## src/rtl/chk_rr_arbiter_if.sv

```systemverilog
// Bundle of requester-side and check-unit-side signals for the
// round-robin check arbiter. The arbiter connects through the slave
// modport; the environment (requesters plus check unit) uses master.
interface chk_rr_arbiter_if #(
  parameter int NREQ = 4,
  parameter int DW   = 8
);
  logic                 en;
  logic [NREQ-1:0]      req;
  logic [NREQ*DW-1:0]   a_in;
  logic [NREQ*DW-1:0]   b_in;
  logic [NREQ-1:0]      gnt;
  logic                 chk_valid;
  logic [DW-1:0]        chk_a;
  logic [DW-1:0]        chk_b;
  logic                 chk_ready;
  logic                 chk_done;
  logic                 chk_err;
  logic [NREQ-1:0]      done_out;
  logic [NREQ-1:0]      err_out;
  logic                 busy;
  logic                 timeout;

  modport slave (
    input  en, req, a_in, b_in, chk_ready, chk_done, chk_err,
    output gnt, chk_valid, chk_a, chk_b, done_out, err_out, busy, timeout
  );

  modport master (
    output en, req, a_in, b_in, chk_ready, chk_done, chk_err,
    input  gnt, chk_valid, chk_a, chk_b, done_out, err_out, busy, timeout
  );
endinterface

```

## src/rtl/chk_rr_arbiter.sv

```systemverilog
// Round-robin arbiter that shares one operand-check unit between NREQ
// requesters: grant one lane, latch and issue its operand pair, wait for
// the result (or a timeout) and route it back to the granted lane.
module chk_rr_arbiter #(
  parameter int NREQ    = 4,
  parameter int DW      = 8,
  parameter int TMO_MAX = 15
) (
  input logic             clk,
  input logic             rst,
  chk_rr_arbiter_if.slave bus
);

  localparam int IW = (NREQ > 1) ? $clog2(NREQ) : 1;
  localparam logic [IW-1:0] LAST_LANE = IW'(NREQ - 1);
  localparam logic [7:0]    TMO_LAST  = 8'(TMO_MAX - 1);
  localparam logic [NREQ-1:0] ONE_HOT0 = {{(NREQ-1){1'b0}}, 1'b1};

  typedef enum logic [1:0] {
    S_IDLE,
    S_ISSUE,
    S_WAIT
  } state_t;

  state_t          state_q, state_d;
  logic [IW-1:0]   ptr_q, ptr_d;
  logic [IW-1:0]   sel_q, sel_d;
  logic [NREQ-1:0] gnt_q, gnt_d;
  logic            valid_q, valid_d;
  logic [DW-1:0]   chkA_q, chkA_d;
  logic [DW-1:0]   chkB_q, chkB_d;
  logic [7:0]      tmoCnt_q, tmoCnt_d;
  logic [NREQ-1:0] done_q, done_d;
  logic [NREQ-1:0] err_q, err_d;
  logic            timeout_q, timeout_d;

  logic            found;
  logic [IW-1:0]   pick;
  logic [IW-1:0]   cand;
  logic [IW-1:0]   nextPtr;

  // Pick the first requesting lane scanning upward from ptr with wrap.
  always_comb begin
    found = 1'b0;
    pick  = '0;
    cand  = '0;
    for (int i = 0; i < NREQ; i++) begin
      cand = IW'((int'(ptr_q) + i) % NREQ);
      if (!found && bus.req[cand]) begin
        found = 1'b1;
        pick  = cand;
      end
    end
  end

  assign nextPtr = (sel_q == LAST_LANE) ? '0 : sel_q + 1'b1;

  // Sequencer: grant/latch in IDLE, hold operands in ISSUE, await result in WAIT.
  always_comb begin
    state_d   = state_q;
    ptr_d     = ptr_q;
    sel_d     = sel_q;
    gnt_d     = gnt_q;
    valid_d   = valid_q;
    chkA_d    = chkA_q;
    chkB_d    = chkB_q;
    tmoCnt_d  = tmoCnt_q;
    done_d    = '0;
    err_d     = '0;
    timeout_d = 1'b0;
    case (state_q)
      S_IDLE: begin
        if (bus.en && found) begin
          sel_d   = pick;
          gnt_d   = ONE_HOT0 << pick;
          chkA_d  = bus.a_in[pick*DW +: DW];
          chkB_d  = bus.b_in[pick*DW +: DW];
          valid_d = 1'b1;
          state_d = S_ISSUE;
        end
      end
      S_ISSUE: begin
        if (bus.chk_ready) begin
          valid_d  = 1'b0;
          tmoCnt_d = '0;
          if (bus.chk_done) begin
            done_d  = gnt_q;
            err_d   = bus.chk_err ? gnt_q : '0;
            ptr_d   = nextPtr;
            gnt_d   = '0;
            state_d = S_IDLE;
          end else begin
            state_d = S_WAIT;
          end
        end
      end
      S_WAIT: begin
        tmoCnt_d = tmoCnt_q + 8'd1;
        if (bus.chk_done) begin
          done_d  = gnt_q;
          err_d   = bus.chk_err ? gnt_q : '0;
          ptr_d   = nextPtr;
          gnt_d   = '0;
          state_d = S_IDLE;
        end else if (tmoCnt_q == TMO_LAST) begin
          timeout_d = 1'b1;
          err_d     = gnt_q;
          ptr_d     = nextPtr;
          gnt_d     = '0;
          state_d   = S_IDLE;
        end
      end
      default: begin
        state_d = S_IDLE;
        gnt_d   = '0;
        valid_d = 1'b0;
      end
    endcase
  end

  // State and output registers; reset silently abandons any transaction.
  always_ff @(posedge clk or negedge rst) begin
    if (!rst) begin
      state_q   <= S_IDLE;
      ptr_q     <= '0;
      sel_q     <= '0;
      gnt_q     <= '0;
      valid_q   <= 1'b0;
      chkA_q    <= '0;
      chkB_q    <= '0;
      tmoCnt_q  <= '0;
      done_q    <= '0;
      err_q     <= '0;
      timeout_q <= 1'b0;
    end else begin
      state_q   <= state_d;
      ptr_q     <= ptr_d;
      sel_q     <= sel_d;
      gnt_q     <= gnt_d;
      valid_q   <= valid_d;
      chkA_q    <= chkA_d;
      chkB_q    <= chkB_d;
      tmoCnt_q  <= tmoCnt_d;
      done_q    <= done_d;
      err_q     <= err_d;
      timeout_q <= timeout_d;
    end
  end

  assign bus.gnt       = gnt_q;
  assign bus.chk_valid = valid_q;
  assign bus.chk_a     = chkA_q;
  assign bus.chk_b     = chkB_q;
  assign bus.done_out  = done_q;
  assign bus.err_out   = err_q;
  assign bus.busy      = (state_q != S_IDLE);
  assign bus.timeout   = timeout_q;

endmodule

```

## src/flat_wrapper.sv

```systemverilog
// flat-port wrapper written by rule: the top's interface ports become plain ports
module chk_rr_arbiter_flat 
#(
  parameter int NREQ    = 4,
  parameter int DW      = 8,
  parameter int TMO_MAX = 15
)
  (clk, rst, bus_en, bus_req, bus_a_in, bus_b_in, bus_chk_ready, bus_chk_done, bus_chk_err, bus_gnt, bus_chk_valid, bus_chk_a, bus_chk_b, bus_done_out, bus_err_out, bus_busy, bus_timeout);
  chk_rr_arbiter_if #(.NREQ(NREQ), .DW(DW)) bus_i ();
  input logic clk;
  input logic rst;
  input wire logic [$bits(bus_i.en)-1:0] bus_en;
  input wire logic [$bits(bus_i.req)-1:0] bus_req;
  input wire logic [$bits(bus_i.a_in)-1:0] bus_a_in;
  input wire logic [$bits(bus_i.b_in)-1:0] bus_b_in;
  input wire logic [$bits(bus_i.chk_ready)-1:0] bus_chk_ready;
  input wire logic [$bits(bus_i.chk_done)-1:0] bus_chk_done;
  input wire logic [$bits(bus_i.chk_err)-1:0] bus_chk_err;
  output wire logic [$bits(bus_i.gnt)-1:0] bus_gnt;
  output wire logic [$bits(bus_i.chk_valid)-1:0] bus_chk_valid;
  output wire logic [$bits(bus_i.chk_a)-1:0] bus_chk_a;
  output wire logic [$bits(bus_i.chk_b)-1:0] bus_chk_b;
  output wire logic [$bits(bus_i.done_out)-1:0] bus_done_out;
  output wire logic [$bits(bus_i.err_out)-1:0] bus_err_out;
  output wire logic [$bits(bus_i.busy)-1:0] bus_busy;
  output wire logic [$bits(bus_i.timeout)-1:0] bus_timeout;
  assign bus_i.en = bus_en;
  assign bus_i.req = bus_req;
  assign bus_i.a_in = bus_a_in;
  assign bus_i.b_in = bus_b_in;
  assign bus_i.chk_ready = bus_chk_ready;
  assign bus_i.chk_done = bus_chk_done;
  assign bus_i.chk_err = bus_chk_err;
  assign bus_gnt = bus_i.gnt;
  assign bus_chk_valid = bus_i.chk_valid;
  assign bus_chk_a = bus_i.chk_a;
  assign bus_chk_b = bus_i.chk_b;
  assign bus_done_out = bus_i.done_out;
  assign bus_err_out = bus_i.err_out;
  assign bus_busy = bus_i.busy;
  assign bus_timeout = bus_i.timeout;
  chk_rr_arbiter #(.NREQ(NREQ), .DW(DW), .TMO_MAX(TMO_MAX)) u_core (.clk(clk), .rst(rst), .bus(bus_i));
endmodule
```

## config.mk

```make
export PLATFORM = sky130hd
export DESIGN_NAME = chk_rr_arbiter_flat
export DESIGN_NICKNAME = d
export VERILOG_FILES = /design/src/rtl/chk_rr_arbiter_if.sv /design/src/rtl/chk_rr_arbiter.sv /design/src/flat_wrapper.sv
export SDC_FILE = /design/constraint.sdc
export NUM_CORES = 1
export LEC_CHECK = 0
export BUFFER_PORTS_ARGS = -buffer_cell sky130_fd_sc_hd__buf_4
export CAP_MARGIN = 15
export CORE_UTILIZATION = 25
export CTS_CLUSTER_SIZE = 40
export DETAILED_ROUTE_END_ITERATION = 8
export GPL_TIMING_DRIVEN = 0
export SETUP_SLACK_MARGIN = 0.4
export SKIP_CTS_REPAIR_TIMING = 1
export SLEW_MARGIN = 20
export SYNTH_ARGS = -nofsm -noshare
export SYNTH_HDL_FRONTEND = slang
export SYNTH_SLANG_ARGS = --single-unit
```

## constraint.sdc

```tcl
create_clock -name clk -period 2.1 [get_ports clk]
set_input_delay 0.315 -clock clk [delete_from_list [all_inputs] [get_ports clk]]
set_output_delay 0.315 -clock clk [all_outputs]
set_load 0.005 [all_outputs]
```

==> summary.md <==
| Metric | Value |
|---|---|
| Clock sinks | `44` |
| TritonCTS clock tree | `built` |
| Mux cell area share after synthesis | `8.18%` |
| Crit path from | `u_core.ptr_q[1]` |
| Run status | `complete, but fails checks` |
| R2R setup slack | `0.18 ns` |
| Register bit count reported by yosys | `44` |
| CTS Buf Count | `5` |
| Slew headroom | `62.1%` |
| Clock Skew | `0.00515 ns` |
| H-tree levels | `2` |
| Worst Path Arrival | `between 2 and 2.5 ns` |
| Max Slew Vio Count | `0` |
| Placed cell count | `490` |
| Min Hold Slack | `-0.00189 ns` |
| Worst EP required | `2.29 ns` |
| Area leader, netlist | `dfrtp_1` |
| Register area | `~1100 µm²` |
| Post-Syn Area per Cell | `around 9.6 µm²` |
| Site row count | `35` |
| Tcrit/Tclk final | `91.7%` |
| Number of fillers in the final layout | `891` |
| Vias in the first global route | `2214` |
| Layout cells sized above 1 | `between 40% and 50%` |
| RSZ-0062 raised after global routing | `true` |
| N_diodes | `0` |
| Starting Density | `26.3%` |
| Antenna violations before repair | `0` |
| Clock transition at the registers of the reported paths | `roughly 0.090 ns` |
| Final wirelength | `between 7000 and 8000 µm` |
| Post-synth EDFFs | `0` |
| Synth Area in XOR/XNOR | `0.707%` |
| Register area share after synthesis | `44.4%` |
| Root Driver | `clkbuf_8` |
| Clk buf depth | `2` |
| Detailed placement HPWL | `~5700 µm` |
| # setup viols final | `0` |
| CP endpoint | `u_core.bus.chk_b[7]` |
| FFs w/ async S/R, synth | `100%` |
| Reg-to-Reg Start | `u_core.ptr_q[1]` |
| DIE HEIGHT | `102 µm` |
| Ports | `~110` |
| Synth Area in Compound Gates | `between 10% and 20%` |
| 1st-pass router iterations | `4` |
| Power per cell area | `1070 nW/µm²` |
| Synth Warn # | `0` |
| Core area | `9420 µm²` |
| CP Launch Type | `register` |
| Post-Layout Inst Area | `4030 µm²` |
| Adder-cell share of the synthesized area | `between 3 and 4%` |
| Failing checks | `hold timing` |
| Mapped Cells | `257` |
| Top cells by area, synth | `dfrtp_1 44%, mux2i_1 7.3%, a211oi_1 4.8%` |
| Commonest cells in the netlist | `44 x dfrtp_1, 28 x nor2_1, 23 x nand2_1` |
| Synth Flop Type | `dfrtp_1` |
| VDD IR max | `411 µV` |
| Die ar. | `10300 µm²` |
| Initial DRC count | `102` |
| P_leak | `around 1.9 nW` |
| Hold Violations, Final | `3` |
| ANT nets after route | `0` |
| Drt via density | `4.69` |
| Actual slew at the worst max-slew pin | `0.569 ns` |
| Largest family of logic cells by synthesized area | `simple AND/OR/NAND/NOR gates` |
| # nets final | `~460` |
| Drt drc | `0` |
| Placement Cell Area | `3490 µm²` |
| RR Endpoint | `u_core.bus.chk_b[7]` |
| Simple-gate share of the synthesized area | `between 20% and 30%` |
| Minimum clock period | `1.92 ns` |
| Synth top area share | `44.4%` |
| Fmax | `519 MHz` |
| Post-Syn Area | `2480 µm²` |
| Final GP Congestion | `0.729` |
| MaxCap Viol Count | `0` |
| Finished Layout Cells | `around 510` |
| Die width | `102 µm` |
| Worst Path Class, Setup | `reg -> reg` |
| Area Growth Syn to Fin | `62.6%` |
| Via count | `between 2k and 2.5k` |
| All-Layer GR Usage | `14.0%` |
| DR WL/cell | `15.4 µm` |
| Hold Path Class | `in -> async` |
| Count leader, synth | `dfrtp_1` |
| Largest net degree at the start of global routing | `45` |
| CP Max Fanout | `10` |
| First-pass GRT wire length | `11000 µm` |
| Clk_lat worst skew | `0.30 ns` |
| PortBufs | `104` |
| Total global routing overflow | `0` |
| Multi-input logic area | `1550 µm²` |
| Distinct cell type count after synthesis | `44` |
| Worst Reg-to-Reg Cells | `7` |
| Synth Net Count | `337` |
| Crit. End Element | `register` |
| Fin util | `42.8%` |
## layout by cell type (no fill, tap or decap), types with 5 or more instances in the layout
master    Yosys  layout
a211oi_1     16      11
a211oi_2      0       5
a221oi_2      1       5
a221oi_4      0       6
and2_1       13      12
and3_1       10       9
buf_12        2       5
buf_4         1     115
clkbuf_8      0       5
dfrtp_1      44      42
mux2i_1      18      18
nand2_1      23      22
nand2b_1      5       5
nand3_1       6       6
nor2_1       28      26
nor3_1        6       5
o21ai_0      13      12
## worst max-delay path, stage by stage, from the launching register on
cell and delay [ns]:
dfrtp_2 0.43, mux2i_1 0.23, nor2_2 0.08, or3_4 0.38
buf_12 0.17, buf_12 0.15, a221oi_4 0.30, a211oi_1 0.08
## sequential cells by signal, indices dropped and copies added (netlist names)
name,cells
u_core.bus.err_out,4
u_core.bus.chk_b,8
u_core.sel_q,2
u_core.tmoCnt_q,8
u_core.state_q,2
u_core.bus.chk_a,8
u_core.ptr_q,2
u_core.bus.chk_valid,1
u_core.bus.timeout,1
u_core.bus.done_out,4
u_core.bus.gnt,4
## where the power goes
group	switching, W	total (W)	internal [W]
combinational	0.00116	0.00234	0.00118
sequential	0.000184	0.00129	0.00111
clock	0.000326	0.000684	0.000359
total	0.00167	0.00432	0.00265
## stage by stage
| stage | total power, W | TNS (ns) | worst slack (ns) |
|---|---|---|---|
| floorplan | 0.00236 | 0 | 0.320 |
| detailed placement | 0.00313 | -0.548 | -0.0735 |
| global placement | 0.00309 | -0.302 | -0.0501 |
| finish | 0.00432 | 0 | 0.175 |
| CTS | 0.00381 | -0.0559 | -0.0559 |
| global route | 0.00461 | 0 | 0.102 |
## cell families (layout without fill, tap and decap cells)
group | after synthesis | after routing
xor+xnor | 2 | 2
simple gates | 104 | 104
compound gates | 60 | 60
fa+ha+maj | 6 | 6
mux | 20 | 20
buf+inv | 21 | 144
flops | 44 | 44
## how the worst min path moves through the flow
| stage | slack (ns) | cells after the start | endpoint |
|---|---|---|---|
| 4_1_cts | 0.02 | 1 | u_core.tmoCnt_q[3] |
| 3_3_place_gp | 0.35 | 1 | u_core.tmoCnt_q[3] |
| 2_1_floorplan | 0.02 | 0 | u_core.bus.chk_a[0] |
| 3_5_place_dp | 0.36 | 1 | u_core.tmoCnt_q[3] |
| 5_1_grt | 0.05 | 1 | u_core.tmoCnt_q[3] |
| 6_report | -0.002 | 1 | u_core.tmoCnt_q[3] |
## per-layer routing
layer,track usage (%),up-vias,routed length (µm)
met5,0,-,0
met4,4.01,0,155
met3,3.04,11,362
met2,23.9,67,3930
met1,17.6,1120,3400
li1,-,1187,-
## cell type report
type,instances,share of cell area (%)
inverter,7,0.652
timing repair buffer,115,22.3
sequential,44,27.4
buffer,14,4.22
clock inverter,3,1.15
tap,129,4.01
clock buffer,5,1.71
multi-input combinational,192,38.6
No activity file was read; power rests on OpenSTA's default activity.
